<file path="config.mk">
export PLATFORM = sky130hd
export DESIGN_NAME = uart_tx_top_flat
export DESIGN_NICKNAME = d
export VERILOG_FILES = /design/src/rtl/uart_pkg.sv /design/src/rtl/uart_tx_if.sv /design/src/rtl/uart_tx_serializer.sv /design/src/rtl/uart_tx_top.sv /design/src/flat_wrapper.sv
export SDC_FILE = /design/constraint.sdc
export NUM_CORES = 1
export LEC_CHECK = 0
export CORE_ASPECT_RATIO = 0.6
export CORE_MARGIN = 2
export CORE_UTILIZATION = 35
export CTS_BUF_LIST = sky130_fd_sc_hd__clkbuf_4
export CTS_CLUSTER_SIZE = 28
export DETAILED_ROUTE_END_ITERATION = 10
export SYNTH_ARGS = -nofsm -noshare
export SYNTH_HDL_FRONTEND = slang
export SYNTH_SLANG_ARGS = --single-unit
</file>
<file path="constraint.sdc">
create_clock -name CLK -period 1.7 [get_ports CLK]
set_input_delay 0.34 -clock CLK [delete_from_list [all_inputs] [get_ports CLK]]
set_output_delay 0.34 -clock CLK [all_outputs]
set_load 0.01 [all_outputs]
</file>
<file path="src/rtl/uart_pkg.sv">
// uart_pkg: shared UART TX state encodings, parity selectors and line levels
package uart_pkg;
    localparam logic [2:0] S_IDLE   = 3'd0;
    localparam logic [2:0] S_START  = 3'd1;
    localparam logic [2:0] S_DATA   = 3'd2;
    localparam logic [2:0] S_PARITY = 3'd3;
    localparam logic [2:0] S_STOP   = 3'd4;
    localparam logic PAR_EVEN  = 1'b0;
    localparam logic PAR_ODD   = 1'b1;
    localparam logic START_BIT = 1'b0;
    localparam logic STOP_BIT  = 1'b1;
endpackage

</file>
<file path="src/rtl/uart_tx_if.sv">
// uart_tx_if: parallel-side handshake plus serial line of the UART transmitter
//   P_DATA/Data_valid/PAR_EN/PAR_TYP driven by master, TX_OUT/Busy driven by slave (transmitter)
interface uart_tx_if #(parameter int DATA_WIDTH = 8);
    logic [DATA_WIDTH-1:0] P_DATA;
    logic                  Data_valid;
    logic                  PAR_EN;
    logic                  PAR_TYP;
    logic                  TX_OUT;
    logic                  Busy;
    modport master (output P_DATA, Data_valid, PAR_EN, PAR_TYP, input TX_OUT, Busy);
    modport slave  (input P_DATA, Data_valid, PAR_EN, PAR_TYP, output TX_OUT, Busy);
endinterface

</file>
<file path="src/rtl/uart_tx_serializer.sv">
// uart_tx_serializer: load/shift register with data bit counter
//   clk, rst     : clock, async active-high reset
//   i_load/i_data: capture a new word and zero the counter
//   i_shift      : shift right, exposing the next bit on o_ser_data
//   i_count/i_clr: advance / clear the bit counter
//   o_ser_data   : current LSB of the shift register
//   o_ser_done   : counter is on the last data bit
module uart_tx_serializer #(parameter int DATA_WIDTH = 8) (
    input  logic                  clk,
    input  logic                  rst,
    input  logic                  i_load,
    input  logic [DATA_WIDTH-1:0] i_data,
    input  logic                  i_shift,
    input  logic                  i_count,
    input  logic                  i_clr,
    output logic                  o_ser_data,
    output logic                  o_ser_done
);
    localparam int CW = DATA_WIDTH > 1 ? $clog2(DATA_WIDTH) : 1;
    logic [DATA_WIDTH-1:0] r_shift;
    logic [CW-1:0]         r_cnt;
    always_ff @(posedge clk or posedge rst) begin
        if (rst) begin
            r_shift <= '0;
            r_cnt   <= '0;
        end else begin
            r_shift <= i_load ? i_data : i_shift ? r_shift >> 1 : r_shift;
            r_cnt   <= (i_load || i_clr) ? '0 : i_count ? r_cnt + 1'b1 : r_cnt;
        end
    end
    assign o_ser_data = r_shift[0];
    assign o_ser_done = r_cnt == CW'(DATA_WIDTH - 1);
endmodule

</file>
<file path="src/rtl/uart_tx_top.sv">
// uart_tx_top: UART transmitter, start + LSB-first data + optional parity + stop
//   CLK : TX bit clock, one serial bit per cycle
//   RST : async active-high reset
//   bus : uart_tx_if.slave (P_DATA, Data_valid, PAR_EN, PAR_TYP in; TX_OUT, Busy out)
module uart_tx_top #(parameter int DATA_WIDTH = 8) (
    input  logic      CLK,
    input  logic      RST,
    uart_tx_if.slave  bus
);
    import uart_pkg::*;
    logic [2:0] r_state, w_next;
    logic       r_tx, w_tx, r_busy, w_busy;
    logic       r_par, r_par_en;
    logic       w_ser_data, w_ser_done;
    logic       w_accept, w_shift, w_count, w_clr;
    assign w_accept = (r_state == S_IDLE) && bus.Data_valid;
    // START emits bit 0 while exposing bit 1; DATA keeps shifting until its last bit
    assign w_shift  = (r_state == S_START) || (r_state == S_DATA && !w_ser_done);
    assign w_count  = (r_state == S_DATA) && !w_ser_done;
    assign w_clr    = (r_state == S_DATA) && w_ser_done;
    uart_tx_serializer #(.DATA_WIDTH(DATA_WIDTH)) u_ser (
        .clk        (CLK),
        .rst        (RST),
        .i_load     (w_accept),
        .i_data     (bus.P_DATA),
        .i_shift    (w_shift),
        .i_count    (w_count),
        .i_clr      (w_clr),
        .o_ser_data (w_ser_data),
        .o_ser_done (w_ser_done)
    );
    // next-state decode feeds the output flops so TX_OUT/Busy never glitch
    always_comb begin
        w_next = S_IDLE;
        w_tx   = STOP_BIT;
        w_busy = 1'b0;
        case (r_state)
            S_IDLE: begin
                w_next = w_accept ? S_START : S_IDLE;
                w_tx   = w_accept ? START_BIT : STOP_BIT;
                w_busy = w_accept;
            end
            S_START: begin
                w_next = S_DATA;
                w_tx   = w_ser_data;
                w_busy = 1'b1;
            end
            S_DATA: begin
                w_next = !w_ser_done ? S_DATA : r_par_en ? S_PARITY : S_STOP;
                w_tx   = !w_ser_done ? w_ser_data : r_par_en ? r_par : STOP_BIT;
                w_busy = 1'b1;
            end
            S_PARITY: begin
                w_next = S_STOP;
                w_tx   = STOP_BIT;
                w_busy = 1'b1;
            end
            default: begin
                w_next = S_IDLE;
                w_tx   = STOP_BIT;
                w_busy = 1'b0;
            end
        endcase
    end
    always_ff @(posedge CLK or posedge RST) begin
        if (RST) begin
            r_state  <= S_IDLE;
            r_tx     <= STOP_BIT;
            r_busy   <= 1'b0;
            r_par    <= 1'b0;
            r_par_en <= 1'b0;
        end else begin
            r_state <= w_next;
            r_tx    <= w_tx;
            r_busy  <= w_busy;
            if (w_accept) begin
                r_par    <= (bus.PAR_TYP == PAR_ODD) ? ~^bus.P_DATA : ^bus.P_DATA;
                r_par_en <= bus.PAR_EN;
            end
        end
    end
    assign bus.TX_OUT = r_tx;
    assign bus.Busy   = r_busy;
endmodule

</file>
<file path="src/flat_wrapper.sv">
// flat-port wrapper written by rule: the top's interface ports become plain ports
module uart_tx_top_flat import uart_pkg::*;
#(parameter int DATA_WIDTH = 8)
  (CLK, RST, bus_P_DATA, bus_Data_valid, bus_PAR_EN, bus_PAR_TYP, bus_TX_OUT, bus_Busy);
  uart_tx_if #(.DATA_WIDTH(DATA_WIDTH)) bus_i ();
  input  logic CLK;
  input  logic RST;
  input wire logic [$bits(bus_i.P_DATA)-1:0] bus_P_DATA;
  input wire logic [$bits(bus_i.Data_valid)-1:0] bus_Data_valid;
  input wire logic [$bits(bus_i.PAR_EN)-1:0] bus_PAR_EN;
  input wire logic [$bits(bus_i.PAR_TYP)-1:0] bus_PAR_TYP;
  output wire logic [$bits(bus_i.TX_OUT)-1:0] bus_TX_OUT;
  output wire logic [$bits(bus_i.Busy)-1:0] bus_Busy;
  assign bus_i.P_DATA = bus_P_DATA;
  assign bus_i.Data_valid = bus_Data_valid;
  assign bus_i.PAR_EN = bus_PAR_EN;
  assign bus_i.PAR_TYP = bus_PAR_TYP;
  assign bus_TX_OUT = bus_i.TX_OUT;
  assign bus_Busy = bus_i.Busy;
  uart_tx_top #(.DATA_WIDTH(DATA_WIDTH)) u_core (.CLK(CLK), .RST(RST), .bus(bus_i));
endmodule
</file>
==> PnR_summary.wiki, run 1 <==
{| class="wikitable"
! Metric !! Value
|-
| Global-route wire length before repair || 3690 um
|-
| Post-Synthesis Mean Instance Area || 9.97 um^2
|-
| Hold buffer count at CTS || 0
|-
| Diodes inserted || 0
|-
| Number of cells produced by synthesis || 97
|-
| Number of buffers created by CTS || 3
|-
| Areal power density over the cells || 1700 mW/mm^2
|-
| FF-to-FF Start || u_core.u_ser.r_cnt[1]
|-
| Post-Place Cells || 154
|-
| Static leakage || 0.595 nW
|-
| Largest net degree at the start of global routing || 19
|-
| Final worst-path setup slack || -0.0605 ns
|-
| Syn. warnings || 0
|-
| Min cycle time layout || 1.76 ns
|-
| Simple-gate share of the synthesized area || 0.201
|-
| Signal arrival time at the worst endpoint || 1.94 ns
|-
| Routed length per instance || 12.4 um
|-
| Number of global-route vias before repair || 803
|-
| Number of iterations in the first detailed-routing pass || 4
|-
| Count of fill cells added during filler insertion || 243
|-
| Total count of hold-check failures in the final report || 0
|-
| Detailed Route WL || 1990 um
|-
| Worst Setup Start Kind || flip-flop
|-
| DPL Wire Length || 1530 um
|-
| Peak supply drop || 672 uV
|-
| Latest clock arrival within the worst-skew pair || 0.29 ns
|-
| Complex-gate fraction of the synthesized area || 0.144
|-
| Register-to-register setup slack || -0.06 ns
|-
| Worst-case clock skew || 0.00131 ns
|-
| Height of the die || 44.7 um
|-
| Global route overflow || 0
|-
| Maximum clock path buffer count || 2
|-
| Proportion of synthesized chip area in sequential cells || 0.467
|-
| Violations in the final reports || setup timing
|-
| Number of antenna violations at the first check in global routing || 0
|-
| Fraction of layout instances using a drive strength above 1 || 0.287
|-
| Result of the run || finished with violations
|-
| Placement Setup Slack || -0.137 ns
|-
| Actual slew at the worst max-slew pin || 0.355 ns
|-
| Setup repair after global routing missed its margin || true
|-
| Synthesis-stage register bit count || 18
|-
| Critical Path Sink || u_core.u_ser.r_shift[6]
|-
| Die width || 71.9 um
|-
| Highest achievable clock rate || 568 MHz
|-
| Portion of netlist area occupied by mux cells || 0.0207
|-
| First element of the critical path || u_core.u_ser.r_cnt[1]
|-
| Antenna Violating Nets Remaining || 0
|-
| Commonest non-fill, non-tap cell in the layout || dfrtp_1
|-
| Arithmetic-cell share of the synthesized area counting full adders, half adders and majority gates || 0.0259
|-
| IO Pins || 15
|-
| Final setup violation count || 7
|-
| DP Area || 0.00124 mm^2
|-
| Total number of nets in the final design || 145
|-
| Number of remaining DRC errors || 0
|-
| Post-route insts no fill || 161
|-
| Clock tree from TritonCTS || yes
|-
| Clk slew on worst S/H paths || 0.10 ns
|-
| Top fanout value on the critical path || 2
|-
| Final non-filler cell area || 0.00133 mm^2
|-
| Crit path capture type || flip-flop
|-
| Synth Net Count || 112
|-
| Overall power consumption || 2.26 mW
|-
| Xor and xnor fraction of the mapped netlist area || 0.0776
|-
| Hold crit path type || input port to asynchronous set/reset pin
|-
| Max-slew headroom at the worst pin || 0.763
|-
| Final RePlAce weighted congestion || 0.765
|-
| Slew Viols, Final || 0
|-
| Buffers on Ports || 14
|-
| Kind of critical path || flip-flop to flip-flop
|-
| Starting utilization of the core area || 0.378
|-
| Reg2reg end || u_core.u_ser.r_shift[6]
|-
| Maximum level of the CTS H-tree || 1
|-
| Area delta synth->final || 37.8%
|-
| DRC violation total after the first TritonRoute iteration || 34
|-
| Via/cell ratio || 4.78
|-
| Library cell used as clock root buffer || clkbuf_4
|-
| Clock sink total || 18
|-
| Combinational family with the most area after synthesis || simple AND/OR/NAND/NOR gates
|-
| R2r worst-path depth || 6
|-
| Combined area of all synthesized cells || 967 um^2
|-
| Highest-count cells in the layout ignoring fill and taps || dfrtp_1, nand2_1, buf_4
|-
| Die area || 0.00321 mm^2
|-
| Final period utilization || 1.04
|-
| Count of max-cap constraint violations || 0
|-
| Distinct cell type count of the synthesized netlist || 30
|-
| Vias || 770
|-
| Setup TNS Final || -0.212 ns
|-
| Std cell rows || 14
|-
| Required time at the endpoint of the critical path || 1.88 ns
|-
| Total GRT Usage || 0.153
|-
| Core area || 0.00256 mm^2
|}
[worst min path at each step]
stage | from | endpoint | slack, ns | cells after the start
floorplan | RST | u_core.bus.Busy | 0.28 | 1
finish | RST | u_core.u_ser.r_cnt[2] | 0.35 | 3
global placement | u_core.r_state[2] | u_core.bus.Busy | 0.46 | 1
global route | RST | u_core.u_ser.r_shift[0] | 0.37 | 3
CTS | RST | u_core.r_par | 0.35 | 3
detailed placement | u_core.r_state[2] | u_core.bus.Busy | 0.47 | 1
[what timing repair did]
| action | 4_1_cts | 5_1_grt |
|---|---|---|
| buffers inserted | 3 | 0 |
| endpoints found under the setup margin | 8 | 10 |
| hold endpoints to repair | 0 | 0 |
| pin swaps | 4 | 2 |
| resized for setup | 8 | 5 |
[sequential cells by signal, summed over array words and instances (netlist names)]
name	flops
u_core.r_state	3
u_core.bus.Busy	1
u_core.r_par_en	1
u_core.r_par	1
u_core.bus.TX_OUT	1
u_core.u_ser.r_shift	8
u_core.u_ser.r_cnt	3
[critical path, cell delays in order, from the launching register on]
cell and delay, ns:
dfrtp_1 0.39, ha_2 0.20, ha_4 0.16, or3b_4 0.40, a21oi_4 0.17, mux2i_2 0.25, a21oi_1 0.09
[area by class of cell]
type                    count  area [um^2]  share of cell area
clock buffers               3         22.5              0.0169
clock inverters             1         3.75             0.00282
inverters                   5         18.8              0.0141
multi-input cells          69          499               0.375
flip-flops and latches     18          452               0.339
well taps                  32         40.0              0.0300
repair buffers             33          297               0.223
[stage by stage]
step	utilization	hold WS, ns
after global routing	0.521	0.365
after detailed placement	0.484	0.471
final	0.521	0.351
after global placement	0.484	0.456
after CTS	0.515	0.348
after floorplan	-	0.278
[cell families (layout without fill, tap and decap cells)]
logic type / count (synthesis) / count (layout)
adders and majority gates: 2 / 2
xor gates and xnor gates: 7 / 7
AOI/OAI and AO/OA: 20 / 20
buffers and inverters: 10 / 42
and+or+nand+nor: 38 / 38
DFF: 18 / 18
muxes: 2 / 2
[cells in the mapped netlist]
| cell | instances | area [um^2] |
|---|---|---|
| xnor3_1 | 1 | 22.5 |
| nand2_1 | 16 | 60.1 |
| o21bai_1 | 1 | 7.51 |
| buf_6 | 3 | 33.8 |
| inv_1 | 5 | 18.8 |
| a21oi_2 | 1 | 8.76 |
| dfrtp_1 | 17 | 425 |
| o22ai_1 | 1 | 6.26 |
| or3b_4 | 1 | 11.3 |
| ha_1 | 2 | 25.0 |
| nor3b_1 | 1 | 7.51 |
| o21ai_1 | 1 | 5.00 |
| a31oi_1 | 6 | 37.5 |
| nor4b_4 | 1 | 23.8 |
| buf_2 | 2 | 10.0 |
| xnor2_1 | 4 | 35.0 |
| a21oi_4 | 1 | 16.3 |
| nand2b_1 | 1 | 6.26 |
| nand3_1 | 2 | 10.0 |
| mux2i_1 | 2 | 20.0 |
| dfstp_2 | 1 | 26.3 |
| nor2b_1 | 3 | 18.8 |
| a32o_1 | 2 | 20.0 |
| or4b_1 | 1 | 10.0 |
| nor2_1 | 11 | 41.3 |
| a21oi_1 | 3 | 15.0 |
| a211oi_1 | 1 | 7.51 |
| o21ai_0 | 3 | 15.0 |
| nor3_1 | 1 | 5.00 |
| xor2_1 | 2 | 17.5 |
[power breakdown]
part | switching (mW) | leakage, nW | internal (mW)
Clock | 0.134 | 0.0154 | 0.0854
Combinational | 0.577 | 0.364 | 0.685
Sequential | 0.140 | 0.216 | 0.642
[metal layers]
metal / wire length, um / global-route usage / share of wire / up-vias
li1: - / - / - / 394
met1: 1060 / 0.211 / 0.53 / 359
met2: 826 / 0.241 / 0.41 / 15
met3: 92 / 0.0513 / 0.046 / 2
met4: 12 / 0.0226 / 0.0060 / 0
met5: 0 / 0 / 0 / -
Note: power is estimated with default switching activity, not from simulation.
==> inputs of run 2 (changes only) <==
--- a/config.mk
+++ b/config.mk
@@ -6,11 +6,13 @@
 export NUM_CORES = 1
 export LEC_CHECK = 0
 export CORE_ASPECT_RATIO = 0.6
-export CORE_MARGIN = 2
+export CORE_MARGIN = 3
 export CORE_UTILIZATION = 35
 export CTS_BUF_LIST = sky130_fd_sc_hd__clkbuf_4
 export CTS_CLUSTER_SIZE = 28
 export DETAILED_ROUTE_END_ITERATION = 10
+export RECOVER_POWER = 100
+export SLEW_MARGIN = 20
 export SYNTH_ARGS = -nofsm -noshare
 export SYNTH_HDL_FRONTEND = slang
 export SYNTH_SLANG_ARGS = --single-unit
==> PnR_summary.wiki, run 2 (synthesized netlist as in run 1, its figures left out) <==
{| class="wikitable"
! Metric !! Value
|-
| Area delta synth->final || 33.5%
|-
| Signal arrival time at the worst endpoint || 1.96 ns
|-
| Latest clock arrival within the worst-skew pair || 0.30 ns
|-
| Clock sink total || 18
|-
| DP Area || 0.00122 mm^2
|-
| Vias || 744
|-
| Kind of critical path || flip-flop to flip-flop
|-
| Clock tree from TritonCTS || yes
|-
| Std cell rows || 14
|-
| Peak supply drop || 556 uV
|-
| Overall power consumption || 2.16 mW
|-
| Min cycle time layout || 1.73 ns
|-
| Final non-filler cell area || 0.00129 mm^2
|-
| IO Pins || 15
|-
| Fraction of layout instances using a drive strength above 1 || 0.228
|-
| Largest net degree at the start of global routing || 19
|-
| Actual slew at the worst max-slew pin || 0.962 ns
|-
| Total number of cells along the worst setup path || 7
|-
| Number of global-route vias before repair || 690
|-
| Core area || 0.00257 mm^2
|-
| DRC violation total after the first TritonRoute iteration || 49
|-
| Final setup violation count || 6
|-
| Total GRT Usage || 0.129
|-
| Areal power density over the cells || 1670 mW/mm^2
|-
| Antenna Violating Nets Remaining || 0
|-
| Worst Setup Start Kind || flip-flop
|-
| Cell count of the worst hold path || 2
|-
| Maximum level of the CTS H-tree || 1
|-
| Worst hold slack || 0.515 ns
|-
| Setup TNS Final || -0.0934 ns
|-
| R2r worst-path depth || 7
|-
| Via/cell ratio || 4.68
|-
| Number of remaining DRC errors || 0
|-
| Setup repair after global routing missed its margin || true
|-
| Final period utilization || 1.02
|-
| Count of max-cap constraint violations || 0
|-
| Slowest cell on the critical path || dfrtp_1
|-
| Crit path capture type || flip-flop
|-
| Clk slew on worst S/H paths || 0.11 ns
|-
| Global-route wire length before repair || 3220 um
|-
| Highest achievable clock rate || 578 MHz
|-
| Global route overflow || 0
|-
| Violations in the final reports || setup timing
|-
| Library cell used as clock root buffer || clkbuf_4
|-
| Routed length per instance || 12.5 um
|-
| Proportion of power drawn by the clock network || 0.105
|-
| Final RePlAce weighted congestion || 0.795
|-
| Die width || 73.9 um
|-
| Critical path's largest stage delay || 0.40 ns
|-
| Utilization after layout || 0.501
|-
| Static leakage || 0.568 nW
|-
| Buffers on Ports || 14
|-
| Final worst-path setup slack || -0.0297 ns
|-
| Total count of hold-check failures in the final report || 0
|-
| Number of flip-flops under the largest register name || 8
|-
| Proportion of power drawn by combinational gates || 0.530
|-
| Number of buffers created by CTS || 3
|-
| Internal Pwr Total || 1.33 mW
|-
| Worst-case clock skew || 0.00282 ns
|-
| Slew Viols, Final || 0
|-
| DPL Wire Length || 1460 um
|-
| Share of total power in sequential cells || 0.365
|-
| Max-slew headroom at the worst pin || 0.359
|-
| Number of antenna violations at the first check in global routing || 0
|-
| Die area || 0.00345 mm^2
|-
| Maximum clock path buffer count || 2
|-
| Total number of nets in the final design || 143
|-
| Result of the run || finished with violations
|-
| Delay-heaviest family, CP || simple AND/OR/NAND/NOR gates
|-
| Commonest non-fill, non-tap cell in the layout || dfrtp_1
|-
| Switch Pwr || 0.828 mW
|-
| Cell-by-cell listing of the critical path || ha_2 > ha_4 > or3b_4 > a21oi_4 > buf_6 > nor2_2 > a31oi_1
|-
| Highest-count cells in the layout ignoring fill and taps || dfrtp_1, nand2_1, buf_4
|-
| Top fanout value on the critical path || 7
|-
| Register with the most flip-flops || u_core.u_ser.r_shift
|-
| Required time at the endpoint of the critical path || 1.93 ns
|-
| Buffers and inverters on the worst path || 1
|-
| Starting utilization of the core area || 0.376
|-
| Detailed Route WL || 1990 um
|-
| Hold crit path type || flip-flop to flip-flop
|-
| Number of iterations in the first detailed-routing pass || 4
|-
| Biggest regs || u_core.u_ser.r_shift x8, u_core.r_state x3, u_core.u_ser.r_cnt x3
|-
| Sw frac || 0.383
|-
| Height of the die || 46.7 um
|-
| Diodes inserted || 0
|}
-- run 2: metrics by stage --
stage                     setup WS [ns]  cells
final                           -0.0297    159
after global routing             -0.108    159
after CTS                       -0.0333    157
after detailed placement        -0.0863    152
after global placement          -0.0397    152
after floorplan                 0.00577     97
-- run 2: final cells by class --
class	count	area [um^2]
sequential	18	452
clock buffer	3	22.5
timing repair buffer	31	272
inverter	5	18.8
fill	243	1280
clock inverter	1	3.75
tap	32	40.0
multi-input combinational	69	483
-- run 2: layer usage --
metal / vias up / track usage / wire length [um]
li1: 389 / - / -
met1: 339 / 0.196 / 1050
met2: 12 / 0.171 / 845
met3: 4 / 0.0392 / 68
met4: 0 / 0.0433 / 27
met5: - / 0 / 0
-- run 2: power by group through the flow --
| stage | logic, mW | clock network (mW) | registers [mW] |
|---|---|---|---|
| 3_5_place_dp | 1.06 | 0 | 0.786 |
| 6_report | 1.14 | 0.226 | 0.789 |
| 2_1_floorplan | 0.774 | 0 | 0.745 |
| 3_3_place_gp | 1.03 | 0 | 0.781 |
| 4_1_cts | 1.12 | 0.230 | 0.779 |
| 5_1_grt | 1.27 | 0.255 | 0.811 |
-- run 2: worst reg2reg max path, delay by kind of cell, from the launching register on --
kind / cells / cell delay, ns
and+or+nand+nor: 2 / 0.44
DFF: 1 / 0.40
adders and majority gates: 2 / 0.35
AOI/OAI and AO/OA: 2 / 0.31
buffers and inverters: 1 / 0.15
-- run 2: timing repair --
item	4_1_cts	5_1_grt
pin swaps	2	1
endpoints found under the setup margin	7	9
gates cloned	0	0
hold buffers	0	0
gates resized for setup	3	4
buffers inserted	1	2
-- run 2: final timing paths --
kind | to | start | slack (ns)
min reg2reg | u_core.bus.TX_OUT | u_core.u_ser.r_shift[0] | 0.52
min | u_core.bus.TX_OUT | u_core.u_ser.r_shift[0] | 0.52
max in group asynchronous | u_core.r_par | RST | 0.37
max | u_core.u_ser.r_shift[4] | u_core.u_ser.r_cnt[1] | -0.03
max reg2reg | u_core.u_ser.r_shift[4] | u_core.u_ser.r_cnt[1] | -0.03
min in group asynchronous | u_core.u_ser.r_shift[1] | RST | 0.75
